$ cat src/rtl/data_memory_sequencer.sv
// Data-memory access sequencer: drives a synchronous-read word RAM, performs
// two-cycle loads and read-modify-write sub-word stores, and flags illegal requests.
package data_memory_sequencer_pkg;
  typedef enum logic [1:0] {
    MEM_NOP           = 2'd0,
    MEM_LOAD          = 2'd1,
    MEM_STORE_PRELOAD = 2'd2,
    MEM_STORE         = 2'd3
  } MemoryMode_t;
endpackage

module data_memory_sequencer
  import data_memory_sequencer_pkg::*;
#(
  parameter int RAM_A_WIDTH = 12
) (
  input  logic                   clock,
  input  logic                   reset,
  input  MemoryMode_t            memoryMode,
  input  logic [2:0]             funct3,
  input  logic [31:0]            address,
  input  logic [31:0]            storeData,
  output logic [31:0]            loadData,
  output logic [RAM_A_WIDTH-1:0] ramAddress,
  output logic                   ramWriteEnable,
  output logic [31:0]            ramWriteData,
  input  logic [31:0]            ramReadData,
  output logic                   memoryUnalignedAccess,
  output logic                   memoryBadFunct3,
  output logic                   memorySequenceError
);

  typedef enum logic [1:0] {
    S_IDLE         = 2'd0,
    S_LOAD_WAIT    = 2'd1,
    S_PRELOAD_WAIT = 2'd2
  } state_t;

  state_t                 state_q, state_d;
  logic [1:0]             cap_offset_q, cap_offset_d;
  logic [2:0]             cap_funct3_q, cap_funct3_d;
  logic [RAM_A_WIDTH-1:0] cap_word_addr_q, cap_word_addr_d;
  logic [31:0]            load_buffer_q, load_buffer_d;
  logic                   seq_error_q, seq_error_d;

  logic        load_f3_ok;
  logic        store_f3_ok;
  logic        req_active;
  logic        req_bad_f3;
  logic        req_unaligned;
  logic        seq_hit;
  logic        capture;
  logic [31:0] lane_data;
  logic [31:0] merged_word;
  logic        unused_address_bits;

  // Only the low address bits select a word; higher bits alias so accesses wrap.
  assign unused_address_bits = ^address[31:RAM_A_WIDTH+2];

  function automatic logic misaligned(input logic [2:0] f3, input logic [1:0] off);
    case (f3[1:0])
      2'b01:   return off[0];
      2'b10:   return off != 2'b00;
      default: return 1'b0;
    endcase
  endfunction

  function automatic logic [31:0] extract_lane(input logic [31:0] word,
                                               input logic [1:0]  off,
                                               input logic [2:0]  f3);
    logic [7:0]  b;
    logic [15:0] h;
    b = 8'(word >> {off, 3'b000});
    h = 16'(word >> {off[1], 4'b0000});
    case (f3)
      3'b000:  return {{24{b[7]}}, b};
      3'b001:  return {{16{h[15]}}, h};
      3'b100:  return {24'h0, b};
      3'b101:  return {16'h0, h};
      default: return word;
    endcase
  endfunction

  function automatic logic [31:0] merge_lane(input logic [31:0] word,
                                             input logic [1:0]  off,
                                             input logic [2:0]  f3,
                                             input logic [31:0] data);
    logic [31:0] mask;
    logic [31:0] ins;
    if (f3[1:0] == 2'b00) begin
      mask = 32'h0000_00FF << {off, 3'b000};
      ins  = {24'h0, data[7:0]} << {off, 3'b000};
    end else begin
      mask = 32'h0000_FFFF << {off[1], 4'b0000};
      ins  = {16'h0, data[15:0]} << {off[1], 4'b0000};
    end
    return (word & ~mask) | ins;
  endfunction

  // Request checks look only at the live inputs and only while a new request can start.
  assign load_f3_ok    = funct3 inside {3'b000, 3'b001, 3'b010, 3'b100, 3'b101};
  assign store_f3_ok   = funct3 inside {3'b000, 3'b001, 3'b010};
  assign req_active    = (state_q == S_IDLE) && (memoryMode != MEM_NOP);
  assign req_bad_f3    = req_active &&
                         ((memoryMode == MEM_LOAD) ? !load_f3_ok : !store_f3_ok);
  assign req_unaligned = req_active && !req_bad_f3 && misaligned(funct3, address[1:0]);

  assign lane_data   = extract_lane(ramReadData, cap_offset_q, cap_funct3_q);
  assign merged_word = merge_lane(ramReadData, cap_offset_q, cap_funct3_q, storeData);

  always_comb begin
    // NOTE: every variable gets a default before any branch, so no path can infer a latch.
    state_d         = state_q;
    cap_offset_d    = cap_offset_q;
    cap_funct3_d    = cap_funct3_q;
    cap_word_addr_d = cap_word_addr_q;
    load_buffer_d   = load_buffer_q;
    seq_hit         = 1'b0;
    capture         = 1'b0;
    ramAddress      = cap_word_addr_q;
    ramWriteEnable  = 1'b0;
    ramWriteData    = storeData;
    loadData        = load_buffer_q;

    unique case (state_q)
      S_IDLE: begin
        ramAddress = address[RAM_A_WIDTH+1:2];
        case (memoryMode)
          MEM_LOAD: begin
            if (!req_bad_f3 && !req_unaligned) begin
              state_d = S_LOAD_WAIT;
              capture = 1'b1;
            end
          end
          MEM_STORE_PRELOAD: begin
            // Only sub-word stores need the preload read.
            if (req_bad_f3 || funct3 == 3'b010) begin
              seq_hit = 1'b1;
            end else if (!req_unaligned) begin
              state_d = S_PRELOAD_WAIT;
              capture = 1'b1;
            end
          end
          MEM_STORE: begin
            if (funct3 == 3'b000 || funct3 == 3'b001) begin
              seq_hit = 1'b1;
            end else if (!req_bad_f3 && !req_unaligned) begin
              ramWriteEnable = 1'b1;
            end
          end
          default: ;
        endcase
      end

      S_LOAD_WAIT: begin
        state_d = S_IDLE;
        if (memoryMode == MEM_LOAD) begin
          loadData      = lane_data;
          load_buffer_d = lane_data;
        end else begin
          seq_hit = 1'b1;
        end
      end

      S_PRELOAD_WAIT: begin
        state_d = S_IDLE;
        if (memoryMode == MEM_STORE) begin
          ramWriteEnable = 1'b1;
          ramWriteData   = merged_word;
        end else begin
          seq_hit = 1'b1;
        end
      end

      default: state_d = S_IDLE;
    endcase

    if (capture) begin
      cap_offset_d    = address[1:0];
      cap_funct3_d    = funct3;
      cap_word_addr_d = address[RAM_A_WIDTH+1:2];
    end

    if (req_bad_f3 || req_unaligned || seq_hit) begin
      ramWriteEnable = 1'b0;
      state_d        = S_IDLE;
    end

    seq_error_d           = seq_error_q | seq_hit;
    memoryBadFunct3       = req_bad_f3;
    memoryUnalignedAccess = req_unaligned;

    // The state may still be a WAIT state during the reset cycle; nothing may escape it.
    if (!reset) begin
      ramWriteEnable        = 1'b0;
      memoryBadFunct3       = 1'b0;
      memoryUnalignedAccess = 1'b0;
    end
  end

  assign memorySequenceError = seq_error_q;

  always_ff @(posedge clock) begin
    // NOTE: sequential state uses non-blocking assignments so every flop samples pre-edge values.
    if (!reset) begin
      state_q         <= S_IDLE;
      cap_offset_q    <= '0;
      cap_funct3_q    <= '0;
      cap_word_addr_q <= '0;
      load_buffer_q   <= '0;
      seq_error_q     <= 1'b0;
    end else begin
      state_q         <= state_d;
      cap_offset_q    <= cap_offset_d;
      cap_funct3_q    <= cap_funct3_d;
      cap_word_addr_q <= cap_word_addr_d;
      load_buffer_q   <= load_buffer_d;
      seq_error_q     <= seq_error_d;
    end
  end

endmodule

$ cat config.mk
export PLATFORM = sky130hd
export DESIGN_NAME = data_memory_sequencer
export DESIGN_NICKNAME = d
export VERILOG_FILES = /design/src/rtl/data_memory_sequencer.sv
export SDC_FILE = /design/constraint.sdc
export NUM_CORES = 1
export LEC_CHECK = 0
export CAP_MARGIN = 25
export CORE_ASPECT_RATIO = 0.8
export CORE_MARGIN = 4
export CORE_UTILIZATION = 41
export DETAILED_ROUTE_END_ITERATION = 16
export PLACE_DENSITY = 0.79
export SLEW_MARGIN = 25
export SYNTH_ARGS = -nofsm -noshare
export SYNTH_HDL_FRONTEND = slang
export SYNTH_SLANG_ARGS = --single-unit
$ cat constraint.sdc
create_clock -name clock -period 2.3 [get_ports clock]
set_clock_uncertainty 0.05 [all_clocks]
set_input_delay 0.345 -clock clock [delete_from_list [all_inputs] [get_ports clock]]
set_output_delay 0.345 -clock clock [all_outputs]
set_load 0.02 [all_outputs]
* Yosys cells after proc, flatten, opt, wreduce, memory -nomap -nowiden
Index checks and enable logic that the tools add are counted.
** Storage, ports and cells
- Input bits :: 103
- Flip-flop bits (word level) :: 52
** Cells by class
- Shift-type cells :: 6
- Reductions and logical operators :: 24
- Equality and inequality tests :: 17
- Bitwise logic cells :: 6
- Mux-type cells :: 33
** Operator list (count)
- 32-bit 2-to-1 mux :: 6
- 32-bit case mux with 4 select lines :: 1
- 32-bit AND :: 1
- 32-bit inverter :: 1
- 32-bit bitwise OR :: 1
- 16-bit by 5-bit << shifter with 32-bit output :: 1
- 16-bit by 5-bit << shifter with 32-bit output (first input constant) :: 1
- 8-bit by 5-bit << shifter with 32-bit output :: 1
- 8-bit by 5-bit << shifter with 32-bit output (first input constant) :: 1
- 32-bit by 5-bit right shift with 16-bit output :: 1
- 32-bit by 5-bit right shift with 8-bit output :: 1
- 1-bit 2-to-1 mux :: 16
- 3-bit equality test (second input constant) :: 4
- 12-bit 2-to-1 mux :: 1
- 2-bit equality test (second input constant) :: 4
- 1-bit case mux with 2 select lines :: 4
- 2-bit by 1-bit equality test with 1-bit output (second input constant) :: 3
- 3-bit by 1-bit equality test with 1-bit output (second input constant) :: 2
- 3-bit logical NOT :: 2
- 2-bit 2-to-1 mux :: 3
- 2-bit nonzero test :: 3
- 1-bit logical AND :: 5
- 5-bit nonzero test :: 1
- 1-bit logical NOT :: 4
- other kinds (12) :: 18

* Longest topological paths before layout
Gate-level depths: netlist (run 1).
- Depth in word-level cells :: 16
- Mapped depth :: 9

* Worst setup path after synthesis (run 1)
OpenSTA, ideal clock, no wires.
- Path kind :: in2out
- From :: input memoryMode[1]
- To :: output ramWriteEnable
- Arrival time :: 1901 ps
- Setup slack :: 4 ps
- Stages on the path :: 6
- Path buffers :: 0
- Required time :: 1905 ps
- Cells stage by stage :: inv_1 -> ha_1 -> inv_2 -> o221a_1 -> or2_2 -> a211oi_1
** Between the ends
- Cells in the longest elaborated chain, start to end :: 14
- Elaborated cells between the ends (all ways) :: 27
- Classes of those cells :: eq/ne: 3; mux: 13; reduce/logical: 11
** RTL lines
- start: declaration :: line 19 : input MemoryMode_t memoryMode,
- 2-bit by 1-bit equality test with 1-bit output or 2-bit nonzero test (tied branches) :: line 105, 157, 103
- 1-bit 2-to-1 mux or 1-bit logical AND (tied branches) :: line 105, 103
- 1-bit logical AND :: line 104 : assign req_bad_f3 = req_active &&
- 1-bit logical NOT :: line 106, 147
- 1-bit logical AND (2 in series) :: line 106 : assign req_unaligned = req_active && !req_bad_f3 && misaligned(funct3, address[1:0]);
- 1-bit logical NOT :: line 147 : end else if (!req_bad_f3 && !req_unaligned) begin
- 1-bit logical AND :: line 147
- 1-bit 2-to-1 mux :: line 147
- 1-bit 2-to-1 mux :: line 145 : if (funct3 == 3'b000 || funct3 == 3'b001) begin
- 1-bit 2-to-1 mux :: line 128 : case (memoryMode)
- 1-bit case mux with 2 select lines :: line 125 : unique case (state_q)
- 1-bit 2-to-1 mux (*) :: line 184 : if (req_bad_f3 || req_unaligned || seq_hit) begin
- 1-bit 2-to-1 mux (*) :: line 194 : if (!reset) begin
- end: declaration :: line 25 : output logic ramWriteEnable,
Every way passes the cells marked *; elsewhere a longest branch is shown, timed or not.

* Worst setup path in the final report (run 1)
- From :: input memoryMode[1]
- To :: output loadData[16]
** Between the ends
- Cells in the longest elaborated chain, start to end :: 3
** RTL lines
- 2-bit by 1-bit equality test with 1-bit output :: line 157 : if (memoryMode == MEM_LOAD) begin
- 32-bit 2-to-1 mux :: line 157
- 32-bit 2-to-1 mux :: line 125
- end: declaration :: line 23 : output logic [31:0] loadData,
No other way between the ends.

==> results of run 1 <==
-- final timing paths --
path | startpoint | end | depth (start not counted)
setup / recovery | memoryMode[1] | loadData[16] | 11
hold / removal | funct3[1] | cap_funct3_q[1] | 3
setup reg to reg | state_q[1] | cap_word_addr_q[0] | 8
hold reg to reg | cap_word_addr_q[4] | cap_word_addr_q[4] | 2
-- per-stage QoR --
step                      area (um^2)  util (%)  setup TNS (ns)  setup slack [ns]
after floorplan                  3710         -               0           0.00439
after global placement           6030      69.8          -47.36            -0.780
after detailed placement         6030      69.8          -53.99            -0.846
after CTS                        6310      73.1           -2.49            -0.136
after global routing             6600      76.4           -4.49            -0.210
final                            6600      76.4           -3.12            -0.170
-- registers in the layout, summed over array words and instances, names as in the netlist --
signal and count:
load_buffer_q 32, cap_word_addr_q 12, state_q 2, memorySequenceError 1, cap_funct3_q 3, cap_offset_q 2
-- tightest hold or removal path, delay by kind of cell --
kind / cells / cell delay [ns]
compound gates: 1 / 0.06
buf+inv: 1 / 0.13
simple gates: 1 / 0.08
-- cell usage after synthesis (all sizes together), types with 5 or more instances --
| cell | number |
|---|---|
| and2 | 16 |
| nand2b | 5 |
| nand3b | 9 |
| buf | 21 |
| dfxtp | 52 |
| nand2 | 82 |
| o21ai | 77 |
| nor2 | 40 |
| o31ai | 6 |
| nand3 | 18 |
| ha | 7 |
| a22oi | 8 |
| a21oi | 43 |
| mux2i | 9 |
| o22ai | 16 |
| mux2 | 28 |
| inv | 7 |
| clkbuf | 19 |
-- power breakdown --
group | switching [W] | total (W) | internal, W
sequential | 0.0000129 | 0.000933 | 0.000920
clock | 0.000364 | 0.000883 | 0.000519
combinational | 0.000468 | 0.000911 | 0.000444
-- layer usage --
| metal | GRT usage [%] | up-vias | share of wire (%) |
|---|---|---|---|
| met2 | 50.2 | 348 | 46 |
| met5 | 0 | - | 0 |
| met4 | 12.5 | 0 | 5.3 |
| li1 | - | 2234 | - |
| met3 | 5.82 | 94 | 10 |
| met1 | 36.8 | 2364 | 38 |
-- kinds of logic after synthesis --
logic type	count (synthesis)
adder cells (fa/ha/maj)	7
flip-flops	52
buffers and inverters	47
AO/OA/AOI/OAI	164
AND/OR/NAND/NOR	185
multiplexers	38
-- cell type report --
type                            instances  area share [%]
Multi-Input combinational cell        394            42.7
Sequential cell                        52            15.9
Clock inverter                          2           0.588
Clock buffer                            6            1.95
Timing Repair Buffer                  274            36.3
Tap cell                              112            2.12
Antenna cell                            2          0.0758
Inverter                                7           0.398
-- repair_timing --
action | in CTS | in global routing
setup endpoints to repair | 96 | 65
gates resized for setup | 332 | 118
gates cloned | 0 | 2
pin swaps | 12 | 16
setup buffers | 11 | 4
-- cells in the final DEF, fill, tap and decap left out, types with 3 or more instances in the layout --
| master | n |
|---|---|
| a22oi_1 | 5 |
| nand2b_1 | 4 |
| mux2_2 | 27 |
| buf_4 | 113 |
| clkbuf_16 | 7 |
| ha_4 | 5 |
| a21oi_2 | 8 |
| o21a_1 | 3 |
| nor2_1 | 29 |
| nor2_4 | 3 |
| nand3_2 | 10 |
| clkdlybuf4s50_1 | 76 |
| o22ai_2 | 12 |
| nor2_2 | 8 |
| nand3_1 | 8 |
| nand3b_1 | 9 |
| a22oi_2 | 3 |
| o21ai_0 | 42 |
| inv_1 | 3 |
| a21oi_1 | 33 |
| buf_6 | 15 |
| o21ai_2 | 16 |
| o31ai_2 | 4 |
| nand2_1 | 80 |
| buf_12 | 7 |
| and2_1 | 16 |
| buf_2 | 25 |
| o21ai_1 | 19 |
| clkbuf_2 | 11 |
| dfxtp_1 | 47 |
| clkdlybuf4s15_2 | 8 |
| dfxtp_2 | 3 |
| mux2i_1 | 8 |
| dlygate4sd2_1 | 16 |
| inv_2 | 4 |
==> results.toml, run 1 <==
[synth]
synth_top_family_by_area = "compound AO/OA/AOI/OAI gates"
yosys.area_share.simple_pct = 25.2
syn-instance-count = 493
synth-seq-cells = 52
synth_compound_area_share_pct = 26.5
syn_nets = 603
ys_seq_area_share_pct = 28.1
synth_area_mm2 = 0.00371
synth-adder-area-share_pct = 2.36
async_reset_ff_share_pct = 0
synth_edf_count = 0
synth_top_area_share_pct = 28.1
yosys_warnings = 0
synth-xor-area-share_pct = 0
synthDistinctLibCells = 51
synthMuxAreaShare_pct = 11.5
synth_top_cell_by_area = "dfxtp_1"
syn-mean-instance-area_um2 = 7.52
ys.flop_type = "dfxtp_1"
synth.top_cells.by_area = "dfxtp_1 28%, mux2_2 8.5%, o21ai_0 8.2%"

[run]
drv_cap = 0

[timing]
finalMaxSlewViolations = 0
fin_ws_ns = -0.170
max_freq_mhz = 405
finalHoldViolCount = 0
rsz0062_at_grt = "true"
fin_crit_ns = 2.47
whs_ns = 0.307
max_slew_margin_pct = 54.4
period_share_pct = 107
tightest_slew_ns = 0.684
setup_viol = 34

[cells_and_area]
multi_input_area_mm2 = 0.00282
drive_above_1_share_pct = 43.3
fin_cells = 849
num-fill-cells = 587
seqCellArea_mm2 = 0.00105
syn2layout_area_growth_pct = 77.9
layout.nets = 844

[global_route]
track_usage_pct = 29.7
grt_pass1_vias = 4890
antenna_found_initial = 1
grt_start_max_net_pins = 70
grt_pass1_wl_um = 25400
gr-total-overflow = 0

[worst_setup_path]
cpPeakStageDelay_ns = 0.25
start_kind = "primary input"
critPathCaptureType = "output port"
critPathRequiredTime_ns = 1.90
cp_max_fo = 7
critPathTopFamily = "buffers and inverters"
critical_path.cell_chain = "clkdlybuf4s15_2 -> inv_2 -> ha_4 -> buf_4 -> nand3b_1 -> a21oi_2 -> nand2_1 -> nand2_4 -> buf_12 -> a21oi_1 -> clkdlybuf4s15_2"
critPathSlowestCell = "clkdlybuf4s15_2"
rrSetupSlack_ns = 0.25
path_class = "in -> out"
cpMostUsedCell = "clkdlybuf4s15_2"
critPathBufInv = 5
arrival_ns = 2.07

[cts]
clkTransAtPathRegs_ns = 0.07
cts_sinks = 52
cts_hold_buffers = 0
cts_buffers = 5
clock_latency_ns = 0.29
htree_num_levels = 2
cts_root_buf = "clkbuf_16"
cts_tree = "built"
cts_buffer_depth = 2

[pwr]
vdd_ir_drop_max_v = 0.000337
power_w = 0.00273
leakagePower_nw = 2.79
p_per_area_mw_per_mm2 = 413

[die]
die_width_um = 114
rows = 30
dieArea_mm2 = 0.0106
start_util_pct = 43.0
boundaryPins = 183
core_mm2 = 0.00863
dieHeight_um = 93.1

[placed_design]
dp_hpwl_um = 12100
place_inst = 822
port_buffers = 164
place_congestion = 1.01

[run_status]
outcome = "complete, but fails checks"
violations = "negative setup slack"

[drt]
route.vias.total = 5040
drt-initial-drc-count = 576
avgRoutedWirePerCell_um = 21.1
antenna_left = 0
first_pass_iters = 5
vias_per_cell = 5.94
wl_um = 17900
drc = 0

[hold_path]
hold_class = "in -> reg"
(Power assumes the default switching activity.)
==> run 2: changes to the inputs <==
--- a/config.mk
+++ b/config.mk
@@ -9,6 +9,7 @@
 export CORE_ASPECT_RATIO = 0.8
 export CORE_MARGIN = 4
 export CORE_UTILIZATION = 41
+export CTS_CLUSTER_DIAMETER = 60
 export DETAILED_ROUTE_END_ITERATION = 16
 export PLACE_DENSITY = 0.79
 export SLEW_MARGIN = 25
==> results of run 2 <==
Same layout as run 1: the final DEF is identical, and so are final timing and power.
==> run 3: changes to the inputs <==
--- a/config.mk
+++ b/config.mk
@@ -11,7 +11,8 @@
 export CORE_UTILIZATION = 41
 export CTS_CLUSTER_DIAMETER = 60
 export DETAILED_ROUTE_END_ITERATION = 16
-export PLACE_DENSITY = 0.79
+export HOLD_SLACK_MARGIN = 0.02
+export PLACE_DENSITY = 0.81
 export SLEW_MARGIN = 25
 export SYNTH_ARGS = -nofsm -noshare
 export SYNTH_HDL_FRONTEND = slang
==> run 3 against run 2 <==
Against the previous run:
- the flow still finishes with violations (negative setup slack)
- sequential share of layout area increased by 0.25 points
- first-iteration DRC count decreased by 33%
- sequential cell count unchanged
- register-to-register slack improved by 0.02 ns
- die area unchanged
- fmax decreased by 0.51%
- global-route usage decreased by 2.3 points
- via count decreased by 3.5%
- critical path type is now reg -> out
- critical endpoint is now loadData[9]
==> results.toml, run 3 (same netlist as run 1, synthesis figures left out) <==
[run_status]
outcome = "complete, but fails checks"
violations = "negative setup slack"

[timing]
setup_viol = 28
rsz0062_at_grt = "true"
whs_ns = 0.350
finalHoldViolCount = 0
max_slew_margin_pct = 63.6
finalMaxSlewViolations = 0
tightest_slew_ns = 0.546
fin_crit_ns = 2.48
fin_ws_ns = -0.183
period_share_pct = 108
tns_ns = -3.28
max_freq_mhz = 403

[worst_setup_path]
arrival_ns = 2.09
critPathRequiredTime_ns = 1.90
critPathCaptureType = "output port"
start_kind = "flip-flop"
path_class = "reg -> out"
cp_max_fo = 6

[cts]
clock_latency_ns = 0.30
cts_buffer_depth = 2
cts_root_buf = "clkbuf_16"
cts_tree = "built"
cts_sinks = 52
htree_num_levels = 2
clkTransAtPathRegs_ns = 0.08
cts_buffers = 5
cts_hold_buffers = 0

[drt]
vias_per_cell = 5.73
wl_met3_um = 1620
highest_layer = "met4"
avgRoutedWirePerCell_um = 19.5
drc = 0
route.vias.total = 4864
first_pass_iters = 7
wl_met1_um = 6640
wl_um = 16600
wl_met2_um = 7560
antenna_left = 0
drt-initial-drc-count = 388

[pwr]
power_w = 0.00262
vdd_ir_drop_max_v = 0.000481
leakagePower_nw = 2.80
p_per_area_mw_per_mm2 = 404

[run]
drv_cap = 0

[global_route]
antenna_found_initial = 1
grt_pass1_wl_um = 23300
grt_start_max_net_pins = 56
gr-total-overflow = 0
track_usage_pct = 27.4
grt_pass1_vias = 4359

[cells_and_area]
largest_reg_flops = 32
layout.nets = 843
num-fill-cells = 633
syn2layout_area_growth_pct = 74.7
regMostFlops = "load_buffer_q"
layout_commonest_cell = "buf_4"
final_cell_mix = "117 x buf_4, 78 x nand2_1, 76 x clkdlybuf4s50_1"
drive_above_1_share_pct = 41.3
reg.largest.list = "load_buffer_q (32), cap_word_addr_q (12), cap_funct3_q (3)"
fin_cells = 849

[placed_design]
pre_cts_ws_ns = -0.862
dp_hpwl_um = 11700
port_buffers = 164
place_inst = 821
place_congestion = 0.969

[die]
die_width_um = 114
start_util_pct = 43.0
dieHeight_um = 93.1
core_mm2 = 0.00863
dieArea_mm2 = 0.0106
rows = 30
boundaryPins = 183

[hold_path]
hold_class = "in -> reg"
run 3: cell count changes in the layout (fill, tap and decap cells not counted), sizes merged:
| cell | delta |
|---|---|
| buf | +8 |
| clkbuf | -7 |
| clkdlybuf4s15 | -4 |
| clkinvlp | +2 |
| bufinv | -1 |
| diode | +1 |
| dlygate4sd2 | +1 |
run 3: timing repair:
item | 4_1_cts | 5_1_grt
pin swaps | 6 | 19
endpoints found under the setup margin | 95 | 65
resized for setup | 347 | 104
setup buffers | 1 | 15
gates cloned | 1 | 1
run 3: worst max-delay path, stage by stage (launching register included):
cell and delay [ns]:
dfxtp_4 0.38, mux4_2 0.55, a211o_4 0.39, buf_6 0.14, a21oi_2 0.12, nor2_2 0.07, buf_6 0.13
run 3: metrics by stage:
stage	cell area, um^2	util [%]
floorplan	3710	-
global placement	6020	69.8
detailed placement	6020	69.8
CTS	6150	71.3
global route	6480	75.0
finish	6480	75.1
run 3: where the power goes:
part	internal (W)	switching (W)	total [W]
Sequential	0.000919	0.0000124	0.000932
Clock	0.000412	0.000383	0.000795
Combinational	0.000443	0.000446	0.000889
run 3: layer usage:
layer / global-route usage [%] / vias to the layer above
met5: 0 / -
met4: 10.1 / 0
met3: 6.27 / 67
met2: 43.8 / 289
met1: 36.0 / 2272
li1: - / 2236
run 3: path summary, 6_finish.rpt:
kind	slack [ns]	depth (start not counted)	from	to
worst max-delay path	-0.18	6	cap_offset_q[1]	loadData[9]
worst min-delay path	0.35	3	reset	state_q[0]
worst max register to register	0.27	8	state_q[0]	cap_offset_q[0]
worst min register to register	0.41	2	cap_word_addr_q[11]	cap_word_addr_q[11]
run 3: cell type report:
| class | count | area (um^2) | area share, % |
|---|---|---|---|
| multi-input cells | 394 | 2750 | 42.5 |
| clock inverters | 3 | 26.3 | 0.405 |
| diodes | 3 | 7.51 | 0.116 |
| flip-flops and latches | 52 | 1050 | 16.2 |
| clock buffers | 5 | 125 | 1.93 |
| inverters | 7 | 26.3 | 0.405 |
| well taps | 112 | 140 | 2.16 |
| repair buffers | 273 | 2350 | 36.3 |
